### src/rtl/i2c_target_if.sv
// Register-file bus between the I2C target and fabric.
// The target drives the pointer and strobes; fabric returns read data.
interface i2c_target_if;
    logic [7:0] reg_addr;
    logic [7:0] reg_wdata;
    logic       reg_we;
    logic       reg_re;
    logic [7:0] reg_rdata;

    modport master (
        output reg_addr,
        output reg_wdata,
        output reg_we,
        output reg_re,
        input  reg_rdata
    );

    modport slave (
        input  reg_addr,
        input  reg_wdata,
        input  reg_we,
        input  reg_re,
        output reg_rdata
    );
endinterface

### src/rtl/i2c_target.sv
// I2C target with 8-bit register pointer, oversampled on the 25 MHz clock.
// Define I2C_TARGET_FILTER_EN to add a FILTER_LEN-sample glitch filter.
module i2c_target #(
    parameter logic [6:0] DEVICE_ADDRESS = 7'h42,
    parameter int         FILTER_LEN     = 3
) (
    input  logic         clock,
    input  logic         reset_n,
    input  logic         scl_in,
    input  logic         sda_in,
    output logic         sda_oe,
    output logic         busy,
    i2c_target_if.master bus
);

    if (FILTER_LEN < 1) begin : g_len_chk
        $error("FILTER_LEN must be at least 1");
    end

    typedef enum logic [3:0] {
        ST_IDLE,
        ST_ADDR,
        ST_ADDR_ACK,
        ST_IGNORE,
        ST_PTR,
        ST_PTR_ACK,
        ST_WR,
        ST_WR_ACK,
        ST_RD,
        ST_RD_ACK,
        ST_WAIT_STOP
    } state_t;

    logic scl_s1, scl_s2, sda_s1, sda_s2;
    logic scl_l, sda_l, scl_d, sda_d;

    always_ff @(posedge clock or negedge reset_n) begin
        if (!reset_n) begin
            scl_s1 <= 1'b1;
            scl_s2 <= 1'b1;
            sda_s1 <= 1'b1;
            sda_s2 <= 1'b1;
        end else begin
            scl_s1 <= scl_in;
            scl_s2 <= scl_s1;
            sda_s1 <= sda_in;
            sda_s2 <= sda_s1;
        end
    end

`ifdef I2C_TARGET_FILTER_EN
    localparam int CW = $clog2(FILTER_LEN + 1);
    logic [CW-1:0] scl_cnt, sda_cnt;
    logic          scl_f, sda_f;

    // A line only follows the sync output after FILTER_LEN differing samples
    always_ff @(posedge clock or negedge reset_n) begin
        if (!reset_n) begin
            scl_f   <= 1'b1;
            sda_f   <= 1'b1;
            scl_cnt <= '0;
            sda_cnt <= '0;
        end else begin
            if (scl_s2 == scl_f) begin
                scl_cnt <= '0;
            end else if (scl_cnt == CW'(FILTER_LEN - 1)) begin
                scl_f   <= scl_s2;
                scl_cnt <= '0;
            end else begin
                scl_cnt <= scl_cnt + 1'b1;
            end
            if (sda_s2 == sda_f) begin
                sda_cnt <= '0;
            end else if (sda_cnt == CW'(FILTER_LEN - 1)) begin
                sda_f   <= sda_s2;
                sda_cnt <= '0;
            end else begin
                sda_cnt <= sda_cnt + 1'b1;
            end
        end
    end

    assign scl_l = scl_f;
    assign sda_l = sda_f;
`else
    assign scl_l = scl_s2;
    assign sda_l = sda_s2;
`endif

    always_ff @(posedge clock or negedge reset_n) begin
        if (!reset_n) begin
            scl_d <= 1'b1;
            sda_d <= 1'b1;
        end else begin
            scl_d <= scl_l;
            sda_d <= sda_l;
        end
    end

    logic scl_rise, scl_fall, sda_rise, sda_fall;
    logic start_c, stop_c;

    assign scl_rise = scl_l & ~scl_d;
    assign scl_fall = ~scl_l & scl_d;
    assign sda_rise = sda_l & ~sda_d;
    assign sda_fall = ~sda_l & sda_d;
    assign start_c  = sda_fall & scl_l;
    assign stop_c   = sda_rise & scl_l;

    state_t     state;
    logic [3:0] bit_cnt;
    logic [7:0] shift;
    logic       rw, ack_in, rd_ld, inc_pend;
    logic [7:0] reg_addr, reg_wdata;
    logic       reg_we, reg_re;

    assign bus.reg_addr  = reg_addr;
    assign bus.reg_wdata = reg_wdata;
    assign bus.reg_we    = reg_we;
    assign bus.reg_re    = reg_re;

    // bit_cnt counts SCL rises; a state acts on the fall that follows them
    always_ff @(posedge clock or negedge reset_n) begin
        if (!reset_n) begin
            state     <= ST_IDLE;
            bit_cnt   <= '0;
            shift     <= '0;
            rw        <= 1'b0;
            ack_in    <= 1'b1;
            rd_ld     <= 1'b0;
            inc_pend  <= 1'b0;
            sda_oe    <= 1'b0;
            busy      <= 1'b0;
            reg_addr  <= '0;
            reg_wdata <= '0;
            reg_we    <= 1'b0;
            reg_re    <= 1'b0;
        end else begin
            reg_we <= 1'b0;
            reg_re <= 1'b0;
            rd_ld  <= reg_re;
            if (inc_pend) begin
                reg_addr <= reg_addr + 8'd1;
                inc_pend <= 1'b0;
            end
            if (rd_ld && state == ST_RD) begin
                shift  <= bus.reg_rdata;
                sda_oe <= ~bus.reg_rdata[7];
            end
            if (start_c) begin
                state   <= ST_ADDR;
                bit_cnt <= '0;
                sda_oe  <= 1'b0;
            end else if (stop_c) begin
                state   <= ST_IDLE;
                bit_cnt <= '0;
                sda_oe  <= 1'b0;
                busy    <= 1'b0;
            end else begin
                if (scl_rise) begin
                    bit_cnt <= bit_cnt + 4'd1;
                    ack_in  <= sda_l;
                    if (state != ST_RD)
                        shift <= {shift[6:0], sda_l};
                end
                if (scl_fall) begin
                    unique case (state)
                        ST_ADDR: if (bit_cnt == 4'd8) begin
                            bit_cnt <= '0;
                            rw      <= shift[0];
                            if (shift[7:1] == DEVICE_ADDRESS) begin
                                sda_oe <= 1'b1;
                                busy   <= 1'b1;
                                state  <= ST_ADDR_ACK;
                            end else begin
                                busy  <= 1'b0;
                                state <= ST_IGNORE;
                            end
                        end
                        ST_ADDR_ACK: if (bit_cnt == 4'd1) begin
                            bit_cnt <= '0;
                            sda_oe  <= 1'b0;
                            if (rw) begin
                                reg_re <= 1'b1;
                                state  <= ST_RD;
                            end else begin
                                state  <= ST_PTR;
                            end
                        end
                        ST_PTR: if (bit_cnt == 4'd8) begin
                            bit_cnt  <= '0;
                            reg_addr <= shift;
                            sda_oe   <= 1'b1;
                            state    <= ST_PTR_ACK;
                        end
                        ST_WR: if (bit_cnt == 4'd8) begin
                            bit_cnt   <= '0;
                            reg_wdata <= shift;
                            reg_we    <= 1'b1;
                            inc_pend  <= 1'b1;
                            sda_oe    <= 1'b1;
                            state     <= ST_WR_ACK;
                        end
                        ST_PTR_ACK, ST_WR_ACK: if (bit_cnt == 4'd1) begin
                            bit_cnt <= '0;
                            sda_oe  <= 1'b0;
                            state   <= ST_WR;
                        end
                        ST_RD: if (bit_cnt == 4'd8) begin
                            bit_cnt <= '0;
                            sda_oe  <= 1'b0;
                            state   <= ST_RD_ACK;
                        end else if (bit_cnt != 4'd0) begin
                            shift  <= {shift[6:0], 1'b0};
                            sda_oe <= ~shift[6];
                        end
                        ST_RD_ACK: if (bit_cnt == 4'd1) begin
                            bit_cnt  <= '0;
                            reg_addr <= reg_addr + 8'd1;
                            if (!ack_in) begin
                                reg_re <= 1'b1;
                                state  <= ST_RD;
                            end else begin
                                state  <= ST_WAIT_STOP;
                            end
                        end
                        default: ;
                    endcase
                end
            end
        end
    end

endmodule

### src/flat_wrapper.sv
// flat-port wrapper written by rule: the top's interface ports become plain ports
module i2c_target_flat 
#(
    parameter logic [6:0] DEVICE_ADDRESS = 7'h42,
    parameter int         FILTER_LEN     = 3
)
  (clock, reset_n, scl_in, sda_in, sda_oe, busy, bus_reg_addr, bus_reg_wdata, bus_reg_we, bus_reg_re, bus_reg_rdata);
  i2c_target_if bus_i ();
  input  logic clock;
  input  logic reset_n;
  input  logic scl_in;
  input  logic sda_in;
  output logic sda_oe;
  output logic busy;
  output wire logic [$bits(bus_i.reg_addr)-1:0] bus_reg_addr;
  output wire logic [$bits(bus_i.reg_wdata)-1:0] bus_reg_wdata;
  output wire logic [$bits(bus_i.reg_we)-1:0] bus_reg_we;
  output wire logic [$bits(bus_i.reg_re)-1:0] bus_reg_re;
  input wire logic [$bits(bus_i.reg_rdata)-1:0] bus_reg_rdata;
  assign bus_reg_addr = bus_i.reg_addr;
  assign bus_reg_wdata = bus_i.reg_wdata;
  assign bus_reg_we = bus_i.reg_we;
  assign bus_reg_re = bus_i.reg_re;
  assign bus_i.reg_rdata = bus_reg_rdata;
  i2c_target #(.DEVICE_ADDRESS(DEVICE_ADDRESS), .FILTER_LEN(FILTER_LEN)) u_core (.clock(clock), .reset_n(reset_n), .scl_in(scl_in), .sda_in(sda_in), .sda_oe(sda_oe), .busy(busy), .bus(bus_i));
endmodule
### config.mk
export PLATFORM = sky130hd
export DESIGN_NAME = i2c_target_flat
export DESIGN_NICKNAME = d
export VERILOG_FILES = /design/src/rtl/i2c_target_if.sv /design/src/rtl/i2c_target.sv /design/src/flat_wrapper.sv
export SDC_FILE = /design/constraint.sdc
export NUM_CORES = 1
export LEC_CHECK = 0
export CELL_PAD_IN_SITES_DETAIL_PLACEMENT = 0
export CELL_PAD_IN_SITES_GLOBAL_PLACEMENT = 1
export CORE_MARGIN = 5
export CORE_UTILIZATION = 47
export DETAILED_ROUTE_END_ITERATION = 12
export GPL_TIMING_DRIVEN = 0
export PLACE_DENSITY = 0.89
export SKIP_LAST_GASP = 1
export SLEW_MARGIN = 20
export SYNTH_ARGS = -nofsm -noshare
export SYNTH_HDL_FRONTEND = slang
export SYNTH_SLANG_ARGS = --single-unit
### constraint.sdc
create_clock -name clock -period 5.26 [get_ports clock]
set_input_delay 1.315 -clock clock [delete_from_list [all_inputs] [get_ports clock]]
set_output_delay 1.315 -clock clock [all_outputs]
set_load 0.02 [all_outputs]
==> impl_metrics.tcl <==
set metrics [dict create \
    status "finished clean" \
    routed_wirelength_um 6080 \
    power_density_nw_per_um2 267 \
    nFillCells 493 \
    start_util 0.484 \
    r2r-start "u_core.bit_cnt[0]$_DFF_PN0_" \
    worstSkewPairLatency_ns 0.30 \
    worstSetupPathType "reg -> out" \
    cp_max_fo 7 \
    grt_util_met1 0.257 \
    synth_top_area_cell "dfrtp_1" \
    gr-total-overflow 0 \
    layout-drive-gt1-share 0.190 \
    synth.area.top_cells "dfrtp_1 35%, dfstp_2 6.9%, mux2_4 6.2%, xor2_1 4.2%, a21oi_1 3.0%" \
    via_count 2095 \
    root_buffer "clkbuf_8" \
    async_flop_share 1.00 \
    drt_iter0_drc 90 \
    gp_congestion 0.926 \
    syn-num-nets 271 \
    fp-row-count 27 \
    combPwrFrac 0.165 \
    numPortBuffers 31 \
    antenna_found_initial 0 \
    yosysWarnings 0 \
    crit_chain "clkdlybuf4s50_1" \
    cts-hold-fix-buffers 0 \
    ir_worst_vdd_mv 0.177 \
    synth_top_flop_cell "dfrtp_1" \
    synth_cell_types 64 \
    worst_clock_skew_ns 0.00820 \
    dp.cells 359 \
    grt_usage 0.176 \
    synth-seq-cells 45 \
    cts_sinks 45 \
    dpl.hpwl_um 4540 \
    instances_no_fill 367 \
    die_y_um 85.6 \
    final_hold_viol_count 0 \
    p_leak_uw 0.00139 \
    cp-startpoint "u_core.bus.reg_addr[3]$_DFF_PN0_" \
    post-route-min-period_ns 2.77 \
    synth_edf_count 0 \
    firstDrtPassIters 6 \
    arrival_ns 1.45 \
    clock.fmax_mhz 362 \
    tightest_slew_ns 0.587 \
    met2_usage 0.268 \
    grt_max_degree 25 \
    cpLargestDelayFamily "buffers and inverters" \
    dieArea_um2 7320 \
    max_stage_delay_ns 0.66 \
    io_pins 32 \
    final_cell_mix "38 x dfrtp_1, 30 x clkdlybuf4s50_1, 17 x nor2_1, 16 x a21oi_1, 13 x xor2_1" \
    mostFrequentLayoutCell "dfrtp_1" \
    startpoint_type "flip-flop" \
    slew_violations 0 \
    avgRoutedWirePerCell_um 16.6 \
    hold_path.startpoint "u_core.sda_s1$_DFF_PN1_" \
    h-tree-depth 2 \
    core_um2 5540 \
    fin_crit_sh 0.526 \
    clockBufferDepth 2 \
    post_cts_resized 0 \
    cts_inserted_buffers 5 \
    die_w_um 85.6 \
    power.internal_uw 626 \
    grt_pass1_wl_um 10200 \
    drc 0 \
    hold_path.class "reg -> reg" \
    setup_tns_ns 0 \
    busiest_layer "met2" \
    required_ns 3.94 \
    seqPwrFrac 0.475 \
    vias_per_cell 5.71 \
    grt_pass1_vias 2037 \
    crit_buf_inv 1 \
    cp-end-kind "primary output" \
    num-nets-final 310 \
    clkPwrFrac 0.360 \
    syn_inst 255 \
    area_delta_synth_final_pct 20.7 \
    clkTransAtPathRegs_ns 0.09 \
    met3_usage 0.0355 \
    antenna_cells 0 \
    cap_viol_max_count 0 \
    synth_area_um2 2680 \
    p_sw_frac 0.276 \
    crit_path_top_delay_cell "clkdlybuf4s50_1" \
    detail-route-antenna-nets 0 \
    synth_top_area_frac 0.354 \
    setup_viol 0 \
    post_cts_buffers 0 \
    power.switching_uw 238 \
    maxSlewHeadroom 0.607 \
    yosysSeqAreaShare 0.423 \
    rsz0062_at_grt "false" \
    cts_tree "yes" \
    syn-mean-instance-area_um2 10.5 \
]
==> state kept, by name, indices dropped and copies added (netlist names) <==
register and flops:
u_core.sda_l 1, u_core.bus.reg_re 1, u_core.sda_d 1, u_core.rd_ld 1, u_core.shift 8, u_core.bus.reg_addr 8
u_core.bit_cnt 4, u_core.bus.reg_we 1, u_core.scl_d 1, u_core.sda_s1 1, u_core.ack_in 1, u_core.rw 1
u_core.state 4, u_core.scl_l 1, u_core.bus.reg_wdata 8, u_core.scl_s1 1, u_core.busy 1, u_core.sda_oe 1
==> Yosys cell counts (3+ instances only) <==
master,count
dfstp_2,7
and2_1,3
a22oi_1,6
a21oi_1,16
o21ai_1,4
xor2_1,13
nand3_1,4
o21ai_0,3
inv_1,6
nor3b_1,3
buf_4,3
and3_1,3
nor3_1,5
xnor2_1,6
mux2i_1,8
nor2b_1,5
nor2_1,17
nand2_1,11
o22ai_1,11
mux2_4,11
ha_1,4
clkbuf_1,6
buf_6,3
dfrtp_1,38
nand4_1,4
nand2b_1,8
==> final cells by class <==
type,instances,area (um2),share of cell area
clock inverter,3,65.1,0.0201
timing repair buffer,32,333,0.103
multi-input combinational,187,1430,0.440
inverter,8,30.0,0.00927
buffer,15,93.8,0.0290
sequential,45,1130,0.350
tap,72,90.1,0.0278
clock buffer,5,68.8,0.0212
==> worst paths after layout <==
check	cells past startpoint	endpoint	slack (ns)
max	1	bus_reg_addr[3]	2.49
min in group asynchronous	1	u_core.bus.reg_addr[6]$_DFF_PN0_	0.99
min reg2reg	0	u_core.sda_l$_DFF_PN1_	0.36
max in group asynchronous	2	u_core.ack_in$_DFFE_PN1P_	3.70
max reg2reg	7	u_core.state[0]$_DFFE_PN0P_	3.26
min	0	u_core.sda_l$_DFF_PN1_	0.36
==> per-layer routing <==
| metal | share of wire | routed length [um] |
|---|---|---|
| met1 | 0.47 | 2870 |
| met2 | 0.46 | 2790 |
| met3 | 0.058 | 352 |
| met4 | 0.0094 | 57 |
| met5 | 0 | 0 |
==> cell families (layout without fill, tap and decap cells) <==
group | Yosys count | in the layout | share of synthesized area
simple gates | 81 | 81 | 0.191
compound gates | 64 | 64 | 0.168
flops | 45 | 45 | 0.423
buf+inv | 23 | 63 | 0.0462
xor+xnor | 19 | 19 | 0.0620
mux | 19 | 19 | 0.0914
fa+ha+maj | 4 | 4 | 0.0186
==> through the flow <==
step / worst slack [ns] / hold slack, ns / area, um2 / total power, uW / util
6_report: 2.49 / 0.358 / 3240 / 864 / 0.585
4_1_cts: 2.48 / 0.361 / 3240 / 870 / 0.585
3_5_place_dp: 2.82 / 0.348 / 3110 / 558 / 0.561
2_1_floorplan: 3.44 / 0.345 / 2680 / 505 / -
3_3_place_gp: 1.64 / 0.347 / 3080 / 554 / 0.557
5_1_grt: 2.42 / 0.371 / 3240 / 906 / 0.585
==> power by group through the flow <==
stage / registers (uW) / clock network, uW / logic [uW]
floorplan: 401 / 0 / 104
global placement: 415 / 0 / 138
detailed placement: 417 / 0 / 142
CTS: 410 / 318 / 143
global route: 415 / 334 / 157
finish: 410 / 311 / 143
No activity file was read; power rests on OpenSTA's default activity.
